==> src/rtl/spi_flash_pkg.sv <==
// Shared constants for the serial-flash command engine: flash opcodes,
// FSM state encoding and a byte-count width helper.
package spi_flash_pkg;

    localparam logic [7:0] OP_WREN     = 8'h06;
    localparam logic [7:0] OP_RDSR     = 8'h05;
    localparam logic [7:0] OP_READ     = 8'h03;
    localparam logic [7:0] OP_JEDEC_ID = 8'h9F;

    localparam logic [2:0] ST_IDLE     = 3'd0;
    localparam logic [2:0] ST_CS_SETUP = 3'd1;
    localparam logic [2:0] ST_TX       = 3'd2;
    localparam logic [2:0] ST_RX       = 3'd3;
    localparam logic [2:0] ST_CS_HOLD  = 3'd4;
    localparam logic [2:0] ST_CS_IDLE  = 3'd5;

    // Bits needed to hold a count in the range 0..n.
    function automatic int byte_cnt_w(input int n);
        return $clog2(n + 1);
    endfunction

endpackage

==> src/rtl/spi_sck_tick.sv <==
// Half-period timer for the SPI clock: counts 0..CLK_DIV-1 while enabled
// and flags the last cycle of each half-period.
module spi_sck_tick #(
    parameter int CLK_DIV = 6
) (
    input  logic clk12MHz,
    input  logic rst,
    input  logic en,
    output logic tick
);
    localparam int CW = (CLK_DIV > 1) ? $clog2(CLK_DIV) : 1;

    logic [CW-1:0] cnt_q, cnt_d;

    assign tick = en && (cnt_q == CW'(CLK_DIV - 1));

    always_comb begin
        cnt_d = cnt_q;
        if (!en || tick) begin
            cnt_d = '0;
        end else begin
            cnt_d = cnt_q + CW'(1);
        end
    end

    always_ff @(posedge clk12MHz) begin
        if (!rst) begin
            cnt_q <= '0;
        end else begin
            cnt_q <= cnt_d;
        end
    end

endmodule

==> src/rtl/spi_flash_cmd.sv <==
// SPI mode-0 command engine: opcode, 0-3 address bytes, then up to
// MAX_RD_BYTES response bytes collected into rd_data.
module spi_flash_cmd
    import spi_flash_pkg::*;
#(
    parameter int CLK_DIV      = 6,
    parameter int MAX_RD_BYTES = 4
) (
    input  logic                                clk12MHz,
    input  logic                                rst,
    input  logic                                start,
    input  logic [7:0]                          opcode,
    input  logic [23:0]                         addr,
    input  logic [1:0]                          addr_len,
    input  logic [byte_cnt_w(MAX_RD_BYTES)-1:0] rd_len,
    output logic                                busy,
    output logic                                done,
    output logic [8*MAX_RD_BYTES-1:0]           rd_data,
    output logic                                cs_n,
    output logic                                sck,
    output logic                                sdo,
    input  logic                                sdi
);
    localparam int RL_W  = byte_cnt_w(MAX_RD_BYTES);
    localparam int RD_W  = 8 * MAX_RD_BYTES;
    localparam int BIT_W = byte_cnt_w(32 + RD_W);

    logic [2:0]       state_q, state_d;
    logic             sck_q, sck_d;
    logic             cs_n_q, cs_n_d;
    logic             busy_q, busy_d;
    logic             done_q, done_d;
    logic [31:0]      tx_q, tx_d;
    logic [RL_W-1:0]  rx_len_q, rx_len_d;
    logic [BIT_W-1:0] bit_cnt_q, bit_cnt_d;
    logic [RD_W-1:0]  rd_data_q, rd_data_d;

    logic            tick;
    logic            accept;
    logic            last_bit;
    logic [RL_W-1:0] rd_len_clamped;

    spi_sck_tick #(.CLK_DIV(CLK_DIV)) u_tick (
        .clk12MHz (clk12MHz),
        .rst      (rst),
        .en       (busy_q),
        .tick     (tick)
    );

    // The done cycle is spent in IDLE, so it must explicitly refuse a start.
    assign accept         = (state_q == ST_IDLE) && start && !done_q;
    assign last_bit       = (bit_cnt_q == BIT_W'(1));
    assign rd_len_clamped = (rd_len > RL_W'(MAX_RD_BYTES)) ? RL_W'(MAX_RD_BYTES) : rd_len;

    always_ff @(posedge clk12MHz) begin
        if (!rst) begin
            state_q   <= ST_IDLE;
            sck_q     <= 1'b0;
            cs_n_q    <= 1'b1;
            busy_q    <= 1'b0;
            done_q    <= 1'b0;
            tx_q      <= '0;
            rx_len_q  <= '0;
            bit_cnt_q <= '0;
            rd_data_q <= '0;
        end else begin
            state_q   <= state_d;
            sck_q     <= sck_d;
            cs_n_q    <= cs_n_d;
            busy_q    <= busy_d;
            done_q    <= done_d;
            tx_q      <= tx_d;
            rx_len_q  <= rx_len_d;
            bit_cnt_q <= bit_cnt_d;
            rd_data_q <= rd_data_d;
        end
    end

    always_comb begin
        state_d = state_q;
        case (state_q)
            ST_IDLE:     if (accept) state_d = ST_CS_SETUP;
            ST_CS_SETUP: if (tick) state_d = ST_TX;
            ST_TX:       if (tick && sck_q && last_bit)
                             state_d = (rx_len_q != '0) ? ST_RX : ST_CS_HOLD;
            ST_RX:       if (tick && sck_q && last_bit) state_d = ST_CS_HOLD;
            ST_CS_HOLD:  if (tick) state_d = ST_CS_IDLE;
            ST_CS_IDLE:  if (tick) state_d = ST_IDLE;
            default:     state_d = ST_IDLE;
        endcase
    end

    always_comb begin
        sck_d     = sck_q;
        cs_n_d    = cs_n_q;
        busy_d    = busy_q;
        done_d    = 1'b0;
        tx_d      = tx_q;
        rx_len_d  = rx_len_q;
        bit_cnt_d = bit_cnt_q;
        rd_data_d = rd_data_q;
        case (state_q)
            ST_IDLE: begin
                if (accept) begin
                    cs_n_d    = 1'b0;
                    busy_d    = 1'b1;
                    // Left-align opcode and used address bytes; zeros shift in behind
                    // them, which leaves sdo low for the read phase.
                    tx_d      = {opcode, addr << (5'd24 - {addr_len, 3'b000})};
                    rx_len_d  = rd_len_clamped;
                    bit_cnt_d = BIT_W'({addr_len, 3'b000}) + BIT_W'(8);
                    rd_data_d = '0;
                end
            end
            ST_TX: begin
                if (tick) begin
                    sck_d = !sck_q;
                    if (sck_q) begin
                        tx_d = {tx_q[30:0], 1'b0};
                        if (last_bit) begin
                            bit_cnt_d = BIT_W'({rx_len_q, 3'b000});
                        end else begin
                            bit_cnt_d = bit_cnt_q - BIT_W'(1);
                        end
                    end
                end
            end
            ST_RX: begin
                if (tick) begin
                    sck_d = !sck_q;
                    if (!sck_q) begin
                        rd_data_d = {rd_data_q[RD_W-2:0], sdi};
                    end else begin
                        bit_cnt_d = bit_cnt_q - BIT_W'(1);
                    end
                end
            end
            ST_CS_HOLD: begin
                if (tick) cs_n_d = 1'b1;
            end
            ST_CS_IDLE: begin
                if (tick) begin
                    busy_d = 1'b0;
                    done_d = 1'b1;
                end
            end
            default: ;
        endcase
    end

    assign busy    = busy_q;
    assign done    = done_q;
    assign rd_data = rd_data_q;
    assign cs_n    = cs_n_q;
    assign sck     = sck_q;
    assign sdo     = tx_q[31];

endmodule

==> config.mk <==
export PLATFORM = sky130hd
export DESIGN_NAME = spi_flash_cmd
export DESIGN_NICKNAME = d
export VERILOG_FILES = /design/src/rtl/spi_flash_pkg.sv /design/src/rtl/spi_sck_tick.sv /design/src/rtl/spi_flash_cmd.sv
export SDC_FILE = /design/constraint.sdc
export NUM_CORES = 1
export LEC_CHECK = 0
export CORE_AREA = 2 2 93 95
export CTS_BUF_LIST = sky130_fd_sc_hd__clkbuf_16
export CTS_CLUSTER_DIAMETER = 100
export DETAILED_ROUTE_END_ITERATION = 8
export DIE_AREA = 0 0 95 97
export GPL_TIMING_DRIVEN = 0
export PLACE_DENSITY = 0.78
export SYNTH_ARGS = -nofsm -noshare
export SYNTH_HDL_FRONTEND = slang
export SYNTH_SLANG_ARGS = --single-unit
==> constraint.sdc <==
create_clock -name clk12MHz -period 2.33 [get_ports clk12MHz]
set_clock_uncertainty 0.15 [all_clocks]
set_input_delay 0.466 -clock clk12MHz [delete_from_list [all_inputs] [get_ports clk12MHz]]
set_output_delay 0.466 -clock clk12MHz [all_outputs]
set_load 0.03 [all_outputs]
==> metrics.txt, run 1 <==
1st-iter DRT viols 259; CP dominant cell by count o21ai_0; fill count 685; adder-cell share of the synthesized area 1.49%; layout cell share with drive strength beyond 1 9.45%; Congestion Overflow GR 0; EDFF count, synth 0; setup_tns 0 ns; Detail Route Antenna Nets 0; GP Congestion 0.892; IO Port Bufs 76; Setup-failing EPs final 0; CTS tree yes; worst stage delay on the critical path 0.52 ns; Vias/cell 6.19; first-pass GRT wire length 18900 microns; CP delay by family, top buffers and inverters; dpl cell area 0.00508 sq mm; total die area 0.00922 sq mm; commonest non-fill, non-tap cell in the layout dfxtp_1; Clock Latency Late Sink 0.34 ns; Simple-Gate Fraction of Synth Area 16.9%; Max-Cap Viols 0; core box area 0.00813 sq mm; yosys warns 0; critical path arrival 2.33 ns; area grow syn2layout 29.7%; Distinct cells, synth 60; final cell count without fillers 687; outcome finished clean; row count 33; largest net degree at the start of global routing 19; slowest CP cell clkdlybuf4s50_1; Yosys reg bits 84; Util after Layout 66.7%; Slew headroom 57.0%; Seq. cell area 0.00168 sq mm; clock sink total 84; I/O pin cnt 78; Num CTS Buffers 9; measured slew at the worst slew-check pin 0.639 ns; CTS Buffer Depth 2; worst vdd ir 0.414 mV; Mean Syn Cell Area 8.52 sq um; number of hold buffers added after CTS 0; sequential fraction of the synthesis area 40.2%; Final #Nets 623; Worst Path Required 2.43 ns; total track usage 25.1%; Final HPWL DP 8180 microns; clk slew on worst S/H paths 0.06 ns; area of the multi-input gates 0.00224 sq mm; cell area power density 751 mW/mm^2; LEAKAGE 0.00195 uW; vias post-DR 4254; Async S/R FF share, synth 0%; synthesized cell area 0.00419 sq mm; DRC 0; initial antenna violation count 0; Most used DFF post-synth dfxtp_1; CP max FO 18; post-route minimum period 2.22 ns; Final period util 95.3%; fmax 450 MHz; Slew Viols, Final 0; element type at the critical path end flop; Setup crit start kind primary input; type of the worst setup path in -> reg; CTS root buffer clkbuf_16; mux contribution to synthesized area 4.07%; routed len/inst 16.9 microns; most frequent cells in the layout dfxtp_1 (84), clkdlybuf4s50_1 (76), o21ai_0 (51), a21oi_1 (45), nor2_1 (35); post-route cell area 0.00543 sq mm; Synth Area in Compound Gates 30.9%; vias in the first global route 4090; post-synthesis xor/xnor area fraction 0%; Initial Util 51.5%; Hold Vio Cnt, Final 0; # H-tree levels 3; First-pass DRT Iterations 5; Die Wd 95 microns; worst hold path type reg -> reg; Placed Cells 672; Mapped Nets 537; CP Buf/Inv Count 3; largest family of logic cells by synthesized area compound AO/OA/AOI/OAI gates; Gate Count Post-Synth 491; die height 97 microns; post-CTS setup buffer count 0; Ant. Diodes 0; final wirelength 11600 microns; hold slack final 0.306 ns; cells along the critical path clkdlybuf4s50_1, clkbuf_4, nor2b_1, clkbuf_1, a221o_1, o21ai_0, o21ai_0
-- synthesized netlist by cell type, types with 5 or more instances --
master	n	area share [%]
nor2_1	35	3.1
nor3_1	22	2.6
inv_1	7	0.63
clkbuf_1	26	2.3
buf_2	11	1.3
o2111ai_1	32	6.7
o21ai_0	51	6.1
o211a_1	7	1.7
a21oi_1	45	5.4
a221oi_1	15	3.1
ha_1	5	1.5
buf_6	5	1.3
a221o_1	9	2.2
mux2_2	8	2.2
mux2i_1	8	1.9
dfxtp_1	84	40
nand3_1	21	2.5
nand2_1	33	3.0
-- final cells by class --
type                    instances  share of cell area, %
inverters                       8                  0.553
clock buffers                   9                   4.15
clock inverters                 7                   2.12
flip-flops and latches         84                   31.0
well taps                     105                   2.42
repair buffers                 76                   14.0
multi-input cells             350                   41.3
plain buffers                  48                   4.47
-- cell families after synthesis --
kind of cell,count (synthesis)
AOI/OAI and AO/OA,187
adders and majority gates,5
buffers and inverters,57
DFF,84
muxes,16
and+or+nand+nor,142
-- timing repair --
| item | CTS | global route |
|---|---|---|
| setup endpoints to repair | 2 | 18 |
| gates resized for setup | 1 | 3 |
| cloned | 0 | 0 |
-- final timing paths --
path,start,to,slack [ns],cells after the start
min reg2reg,tx_q[0]$_SDFFE_PN0P_,tx_q[0]$_SDFFE_PN0P_,0.31,2
min,tx_q[0]$_SDFFE_PN0P_,tx_q[0]$_SDFFE_PN0P_,0.31,2
max,addr_len[1],tx_q[21]$_SDFFE_PN0P_,0.11,7
max reg2reg,state_q[0]$_SDFFE_PN0P_,tx_q[13]$_SDFFE_PN0P_,0.17,6
-- routing by layer --
| layer | share of wire, % | global-route usage (%) | routed length [microns] | vias up |
|---|---|---|---|---|
| met4 | 1.5 | 7.36 | 171 | 0 |
| met3 | 9.1 | 6.39 | 1050 | 24 |
| met5 | 0 | 0 | 0 | - |
| met2 | 48 | 41.1 | 5540 | 194 |
| met1 | 42 | 32.5 | 4830 | 1993 |
| li1 | - | - | - | 2043 |
-- worst register-to-register path: stages, from the launching register on --
cell and delay [ns]:
dfxtp_1 0.33, buf_2 0.19, nor3b_2 0.46, clkbuf_1 0.40
nor2_1 0.13, a221oi_1 0.30, nor3_1 0.07
-- flip-flops by register name, indices dropped and copies added (netlist names) --
name	cells
tx_q	32
bit_cnt_q	7
busy	1
cs_n	1
u_tick.cnt_q	3
rx_len_q	3
state_q	3
done	1
sck	1
rd_data	32
-- power breakdown --
part	switching (uW)	internal, uW	total [uW]
clock	573	1040	1620
combinational	496	343	839
sequential	73.3	1550	1620
-- through the flow --
step                      power [uW]  setup WS [ns]
after floorplan                 2210          0.367
after global placement          2440         -0.423
after detailed placement        2470         -0.447
after CTS                       4070         0.0551
after global routing            4250       -0.00682
final                           4070          0.109
Power figures use the tool's default switching activity.
==> inputs of run 2 (changes only) <==
Settings changed: CTS_CLUSTER_DIAMETER 100 to default.
==> results of run 2 <==
Final layout, timing and power as in run 1 (identical DEF).
